<file path="config.mk">
export PLATFORM = sky130hd
export DESIGN_NAME = axis_out_reg
export DESIGN_NICKNAME = d
export VERILOG_FILES = /design/src/rtl/axis_parity_pkg.sv /design/src/rtl/axis_out_reg.sv
export SDC_FILE = /design/constraint.sdc
export NUM_CORES = 1
export LEC_CHECK = 0
export BUFFER_PORTS_ARGS = -buffer_cell sky130_fd_sc_hd__buf_2
export CORE_AREA = 2 2 39 41
export DETAILED_ROUTE_END_ITERATION = 8
export DIE_AREA = 0 0 41 43
export PLACE_DENSITY_LB_ADDON = 0.1
export SKIP_CTS_REPAIR_TIMING = 1
export SLEW_MARGIN = 20
export SYNTH_ARGS = -nofsm -noshare
export SYNTH_HDL_FRONTEND = slang
export SYNTH_SLANG_ARGS = --single-unit
</file>
<file path="constraint.sdc">
create_clock -name clk -period 0.8 [get_ports clk]
set_input_delay 0.04 -clock clk [delete_from_list [all_inputs] [get_ports clk]]
set_output_delay 0.04 -clock clk [all_outputs]
set_load 0.02 [all_outputs]
</file>
<file path="src/rtl/axis_parity_pkg.sv">
// Shared definitions for the byte-stream parity scheme (generator and checker).
package axis_parity_pkg;

  localparam int DATA_W_DEFAULT = 8;
  localparam int CNT_W_DEFAULT  = 16;

  typedef logic [DATA_W_DEFAULT-1:0] byte_t;

  // Expected parity byte for a payload whose running XOR is acc.
  // odd = 1 selects inverted (odd) parity.
  function automatic byte_t parity_f(input byte_t acc, input logic odd);
    return acc ^ {DATA_W_DEFAULT{odd}};
  endfunction

endpackage

</file>
<file path="src/rtl/axis_out_reg.sv">
// One-deep AXI-Stream register slice carrying data/last/user.
// Holds its beat stable while the consumer stalls; the loader guarantees
// i_load only when the slice is empty or draining in the same cycle.
module axis_out_reg
  import axis_parity_pkg::*;
#(
  parameter int DATA_W = DATA_W_DEFAULT
) (
  input  logic              clk,
  input  logic              rst_n,
  input  logic              i_load,
  input  logic [DATA_W-1:0] i_data,
  input  logic              i_last,
  input  logic              i_user,
  input  logic              i_ready,
  output logic              o_valid,
  output logic [DATA_W-1:0] o_data,
  output logic              o_last,
  output logic              o_user
);

  logic              r_valid;
  logic [DATA_W-1:0] r_data;
  logic              r_last;
  logic              r_user;

  // Load a new beat, otherwise clear the slot once the consumer takes it.
  always_ff @(posedge clk or negedge rst_n) begin
    if (!rst_n) begin
      r_valid <= 1'b0;
      r_data  <= '0;
      r_last  <= 1'b0;
      r_user  <= 1'b0;
    end else if (i_load) begin
      // NOTE: sequential state uses non-blocking assignments so every register
      // samples pre-edge values regardless of statement or block order.
      r_valid <= 1'b1;
      r_data  <= i_data;
      r_last  <= i_last;
      r_user  <= i_user;
    end else if (i_ready && r_valid) begin
      r_valid <= 1'b0;
      r_last  <= 1'b0;
      r_user  <= 1'b0;
    end
  end

  assign o_valid = r_valid;
  assign o_data  = r_data;
  assign o_last  = r_last;
  assign o_user  = r_user;

endmodule

</file>
Yosys cells after proc, flatten, opt, wreduce, memory -nomap -nowiden --
Cells that the tools add are included.
Operators by class: add/subtract/negate cells 0, multipliers 0, div/mod/pow operators 0, magnitude comparators 0, equality and inequality tests 0, shifts and indexed selects 0, muxes and demuxes 4, bitwise operators 0, reduce and logical (&&, ||, !) cells 2
Operators with widths (count):
- 2-to-1 mux 1 bit | 4
- nonzero test 2 bit | 1
- logical AND 1 bit | 1
Word-level totals: register bits 11, latch bits 0, memory bits (writable) 0, ROM bits 0, input bits 14, output and inout bits 11, word-level logic and storage cells 10, memories 0

Logic depth before layout (Yosys ltp) --
Gate-level depths: netlist of the first run.
depth after elaboration 3, mapped depth 2, mapped depth without buffers 2

Least setup slack after synthesis of the first run --
OpenSTA, ideal clock, no wires.
kind register to register, from reg o_user (netlist name), to reg r_user (netlist: o_user), library setup time 0.121 ns, arrival time 0.785 ns, required time 0.679 ns, setup slack -0.107 ns, stages on the path, launching flop included 3, buffers on the path 0, path through dfrtp_1 -> nor2b_1 -> a22o_2
RTL lines:
- end signal: assignment | RTL line axis_out_reg.sv:40 | r_user <= i_user;
- end: declaration | RTL line axis_out_reg.sv:25 | logic r_user;

Worst setup path in the final report of the first run --
from reg r_valid (netlist: o_valid), to out o_valid
RTL lines:
- start: declaration | RTL line axis_out_reg.sv:22 | logic r_valid;
- start signal: assignment | RTL line axis_out_reg.sv:30 | r_valid <= 1'b0;
- start signal: assignment | RTL line axis_out_reg.sv:37 | r_valid <= 1'b1;
- start signal: assignment | RTL line axis_out_reg.sv:42 | r_valid <= 1'b0;
- end: declaration | RTL line axis_out_reg.sv:16 | output logic o_valid,
No word-level cell between the ends.

==> results.cfg, run 1 <==
[route]
vias_per_cell = 4.43
wl_met3_um = 74
routed-wl-met2_um = 477
drt_first_pass_iters = 2
drc = 0
routed.top_layer = met3
routed_wl_um = 950
drt-initial-drc-count = 3
dr_total_vias = 319
drtAntennaViolNets = 0
wl_per_cell_um = 13.2
drt-met1-wl_um = 398

[setup_path]
slowest_delay_ns = 0.41
cp_top_family = flip-flops
ff2ff_path_depth = 2
crit_path_cell_trace = buf_6
timing.rr.end = o_last
r2r_start = o_last
slowest_stage = dfrtp_1
critPathKind = reg2out
start_kind = flip-flop
path_buf_inv = 1
crit_fanout = 3
required_ns = 0.76
regToRegSetupSlack_ns = -0.04
cp.arrival_ns = 0.81
end_kind = output port

[worst_hold_path]
whs_path_depth = 2
hp-start = i_user
min_to = o_user
hold_path.class = in2reg

[cts]
numClockSinks = 11
clkTransAtPathRegs_ns = 0.07
clock_latency_ns = 0.26
cts_tree = done
cts_buffers = 3
cts_max_level = 1
clock-root-buffer = clkbuf_4
clockBufferDepth = 2

[die]
die-area_um2 = 1760
io_pins = 25
coreArea_um2 = 1380
die_x_um = 41
start_util = 0.326
die_h_um = 43
row_count = 14

[place]
place_area_um2 = 591
gp_congestion = 0.604
port-buffer-count = 24

[timing]
grt_setup_unrepaired = true
drv_slew = 0
hold_violations = 0
max_freq_mhz = 1180
worst-slew-pin-transition_ns = 0.375
setup_viol = 13
slew_headroom = 0.750
clock-skew-final_ns = 0.00135
period_share = 1.06
finalCriticalPeriod_ns = 0.846
postLayoutSetupSlackWorst_ns = -0.0461
setup_tns_ns = -0.466

[finish]
drive_above_1_share = 0.839
stdcell_area_um2 = 707
fillers = 135
mostFrequentLayoutCell = buf_2
nets = 71
num_antenna_cells = 0
area_growth_pct = 56.5
final_cell_mix = buf_2 (14), buf_6 (10), dfrtp_2 (8)

[logic_synthesis]
syn_avg_cell_area_um2 = 16.7
seq_area_frac_synth = 0.609
synthTopCellsByArea = dfrtp_1 (61%), mux2_4 (23%), a22o_2 (4.4%), nor2b_1 (2.8%), buf_6 (2.5%)
synth_fp_nets = 41
synth_area_leader_cell = dfrtp_1
yosysTopAreaCellShare = 0.609
ys_ff_latch = 11
syn-cell-area_um2 = 452
yosysUniqueCellTypes = 9
synthCells = 27
yosysWarnings = 0

[power_and_ir_drop]
ir_drop_uv = 747
leakagePower_nw = 0.351
p_per_area_nw_per_um2 = 1910

[outcome]
status = finished with violations
violations = setup timing

[grt]
grt_pass1_vias = 330
grt_max_degree = 14
grt_pass1_wl_um = 1410
gr-usage-all-layers = 0.123
antenna_found_initial = 0
overflow = 0

[job]
maxCapViolations = 0
synthesized netlist by cell type:
| cell type | count |
|---|---|
| nor2b_1 | 2 |
| buf_6 | 1 |
| mux2_4 | 7 |
| a22o_2 | 2 |
| a21o_2 | 1 |
| mux2_2 | 1 |
| inv_1 | 1 |
| dfrtp_1 | 11 |
| nand2_1 | 1 |
power breakdown:
part | internal [mW] | switching, mW | leakage, nW
Sequential | 0.616 | 0.0364 | 0.121
Combinational | 0.196 | 0.141 | 0.215
Clock | 0.192 | 0.169 | 0.0150
Total | 1.00 | 0.346 | 0.351
registers in the layout, indices dropped and copies added, names as in the netlist:
signal / cells
o_user: 1
o_valid: 1
o_data: 8
o_last: 1
final cells by class:
cell class	instances	area, µm²	share of cell area
Clock buffer	4	26.3	0.0372
Multi-Input combinational cell	14	169	0.239
Sequential cell	11	285	0.404
Tap cell	16	20.0	0.0283
Timing Repair Buffer	26	203	0.287
Inverter	1	3.75	0.00531
layer usage:
metal / up-vias / global-route usage
li1: 153 / -
met1: 152 / 0.158
met2: 14 / 0.175
met3: 0 / 0.0314
met4: 0 / 0.0800
met5: - / 0
cells by family (layout without fill, tap and decap cells):
| logic type | after synthesis | count (layout) | share of synthesized area |
|---|---|---|---|
| AO/OA/AOI/OAI | 3 | 3 | 0.0637 |
| buffers and inverters | 2 | 31 | 0.0332 |
| flip-flops | 11 | 11 | 0.609 |
| multiplexers | 8 | 8 | 0.258 |
| AND/OR/NAND/NOR | 3 | 3 | 0.0360 |
per-stage QoR:
step	setup slack (ns)	hold slack [ns]	power [mW]	instances	util
2_1_floorplan	-0.0903	-0.256	0.817	27	-
3_3_place_gp	-0.0217	-0.0851	0.912	66	0.427
3_5_place_dp	-0.0653	-0.0799	0.920	66	0.427
4_1_cts	-0.0660	-0.364	1.29	70	0.446
5_1_grt	-0.0884	0.00464	1.43	72	0.511
6_report	-0.0461	0.0123	1.35	72	0.511
worst max path at each step:
stage | from | end | slack [ns] | depth (start not counted)
2_1_floorplan | o_user | o_user | -0.09 | 2
3_3_place_gp | i_load | o_data[3] | -0.02 | 2
3_5_place_dp | i_load | o_data[3] | -0.07 | 2
4_1_cts | o_valid | o_valid | -0.07 | 1
5_1_grt | o_valid | o_valid | -0.09 | 1
6_report | o_valid | o_valid | -0.05 | 1
No activity file was read; power rests on OpenSTA's default activity.
==> run 2, diff against run 1 <==
--- a/config.mk
+++ b/config.mk
@@ -5,6 +5,7 @@
 export SDC_FILE = /design/constraint.sdc
 export NUM_CORES = 1
 export LEC_CHECK = 0
+export ABC_AREA = 1
 export BUFFER_PORTS_ARGS = -buffer_cell sky130_fd_sc_hd__buf_2
 export CORE_AREA = 2 2 39 41
 export DETAILED_ROUTE_END_ITERATION = 8
==> constraint.sdc (replaced) <==
create_clock -name clk -period 1 [get_ports clk]
set_input_delay 0.05 -clock clk [delete_from_list [all_inputs] [get_ports clk]]
set_output_delay 0.05 -clock clk [all_outputs]
set_load 0.02 [all_outputs]
==> run 2 against run 1 <==
  * The run ends with hold timing left
  * Global-route usage is 1.6 points lower
  * Worst hold slack worse by 0.025 ns
  * Critical path depth stayed put
  * Routed wire length is 3.2% lower
  * Largest power group unchanged
==> results.cfg, run 2 <==
[outcome]
status = finished with violations
violations = hold timing

[die]
die_x_um = 41
io_pins = 25
die-area_um2 = 1760
row_count = 14
start_util = 0.311
coreArea_um2 = 1380
die_h_um = 43

[cts]
numClockSinks = 11
cts_tree = done
cts_buffers = 3
cts_max_level = 1
clock-root-buffer = clkbuf_4
clkTransAtPathRegs_ns = 0.07
clock_latency_ns = 0.26
clockBufferDepth = 2

[setup_path]
cp.arrival_ns = 0.82
required_ns = 0.95
path_buf_inv = 1
slowest_delay_ns = 0.40
crit_path_cell_trace = buf_2
slowest_stage = dfrtp_1
critPathKind = reg2out
cp_top_family = flip-flops
end_kind = output port
start_kind = flip-flop
crit_fanout = 3

[place]
gp_congestion = 0.579
dp.cells = 85
port-buffer-count = 24
place_area_um2 = 552
pre_cts_slack_ns = 0.312
hpwl_um = 653

[logic_synthesis]
yosysUniqueCellTypes = 9
async_flop_share = 1.00
synth_most_common_cell = nand2_1
syn-cell-area_um2 = 430
ys_ff_latch = 11
syn_avg_cell_area_um2 = 9.16
synth_fp_nets = 61
synth_common_cells = nand2_1 (29), dfrtp_1 (11)
synth-edff-count = 0
synthTopCellsByArea = dfrtp_1 (64%), nand2_1 (25%), buf_6 (2.6%), nand3_2 (2.3%), buf_4 (1.7%)
synth_area_leader_cell = dfrtp_1
yosysWarnings = 0
synthCells = 47
synth_flop_cell = dfrtp_1
seq_area_frac_synth = 0.640
yosysTopAreaCellShare = 0.640

[route]
drt_first_pass_iters = 3
wl_per_cell_um = 9.48
drc = 0
drtAntennaViolNets = 0
dr_total_vias = 400
vias_per_cell = 4.12
drt-initial-drc-count = 2
routed_wl_um = 920

[finish]
multi_input_area_um2 = 129
num_antenna_cells = 0
final_cell_mix = nand2_1 (29), buf_2 (24), dfrtp_1 (11)
final_util = 0.476
fillers = 148
stdcell_count = 97
mostFrequentLayoutCell = nand2_1
regArea_um2 = 275
stdcell_area_um2 = 658
largest_reg_flops = 8
area_growth_pct = 52.9
nets = 96
drive_above_1_share = 0.358

[timing]
drv_slew = 0
setup_viol = 0
grt_setup_unrepaired = false
period_share = 0.875
fin_hold_ws_ns = -0.0128
setup_tns_ns = 0
hold_violations = 3
max_freq_mhz = 1140
clock-skew-final_ns = 0.0000800
postLayoutSetupSlackWorst_ns = 0.125
worst-slew-pin-transition_ns = 0.249
slew_headroom = 0.834
finalCriticalPeriod_ns = 0.875

[grt]
antenna_found_initial = 0
gr-usage-all-layers = 0.107
overflow = 0
grt_pass1_vias = 295
grt_max_degree = 12
grt_pass1_wl_um = 1220

[power_and_ir_drop]
ir_drop_uv = 734
leakagePower_nw = 0.382
power_mw = 0.998
p_per_area_nw_per_um2 = 1520

[job]
maxCapViolations = 0

[worst_hold_path]
hold_path.class = in2reg
==> run 2: cell type report <==
| class | instances | area share |
|---|---|---|
| sequential | 11 | 0.418 |
| timing repair buffer | 32 | 0.304 |
| multi-input combinational | 32 | 0.196 |
| clock buffer | 4 | 0.0399 |
| tap | 16 | 0.0304 |
| inverter | 2 | 0.0114 |
==> run 2: path summary, 6_finish.rpt <==
kind | startpoint | depth (start not counted) | to | slack (ns)
worst max-delay path | o_valid | 1 | o_valid | 0.13
worst min-delay path | i_data[0] | 3 | o_data[0] | -0.01
worst max register to register | o_valid | 3 | o_user | 0.32
worst min register to register | o_data[5] | 2 | o_data[5] | 0.47
max in group asynchronous | rst_n | 2 | o_data[3] | 0.61
min in group asynchronous | rst_n | 2 | o_user | 0.18
==> run 2: per-layer routing <==
layer  track usage  up-vias  share of wire
met5             0        -              0
met4        0.0600        0              0
met3        0.0314        0          0.051
met2         0.150       13           0.51
met1         0.141      177           0.44
li1              -      210              -
==> run 2: power breakdown <==
part           internal, mW  total [mW]  switching (mW)
registers             0.483       0.502          0.0194
clock network         0.154       0.301           0.147
logic                0.0824       0.195           0.113
==> run 2: kinds of logic (layout without fill, tap and decap cells) <==
| logic type | Yosys count | after routing | synth area share |
|---|---|---|---|
| DFF | 11 | 11 | 0.640 |
| and+or+nand+nor | 31 | 31 | 0.288 |
| AOI/OAI and AO/OA | 1 | 1 | 0.0116 |
| buffers and inverters | 4 | 38 | 0.0610 |
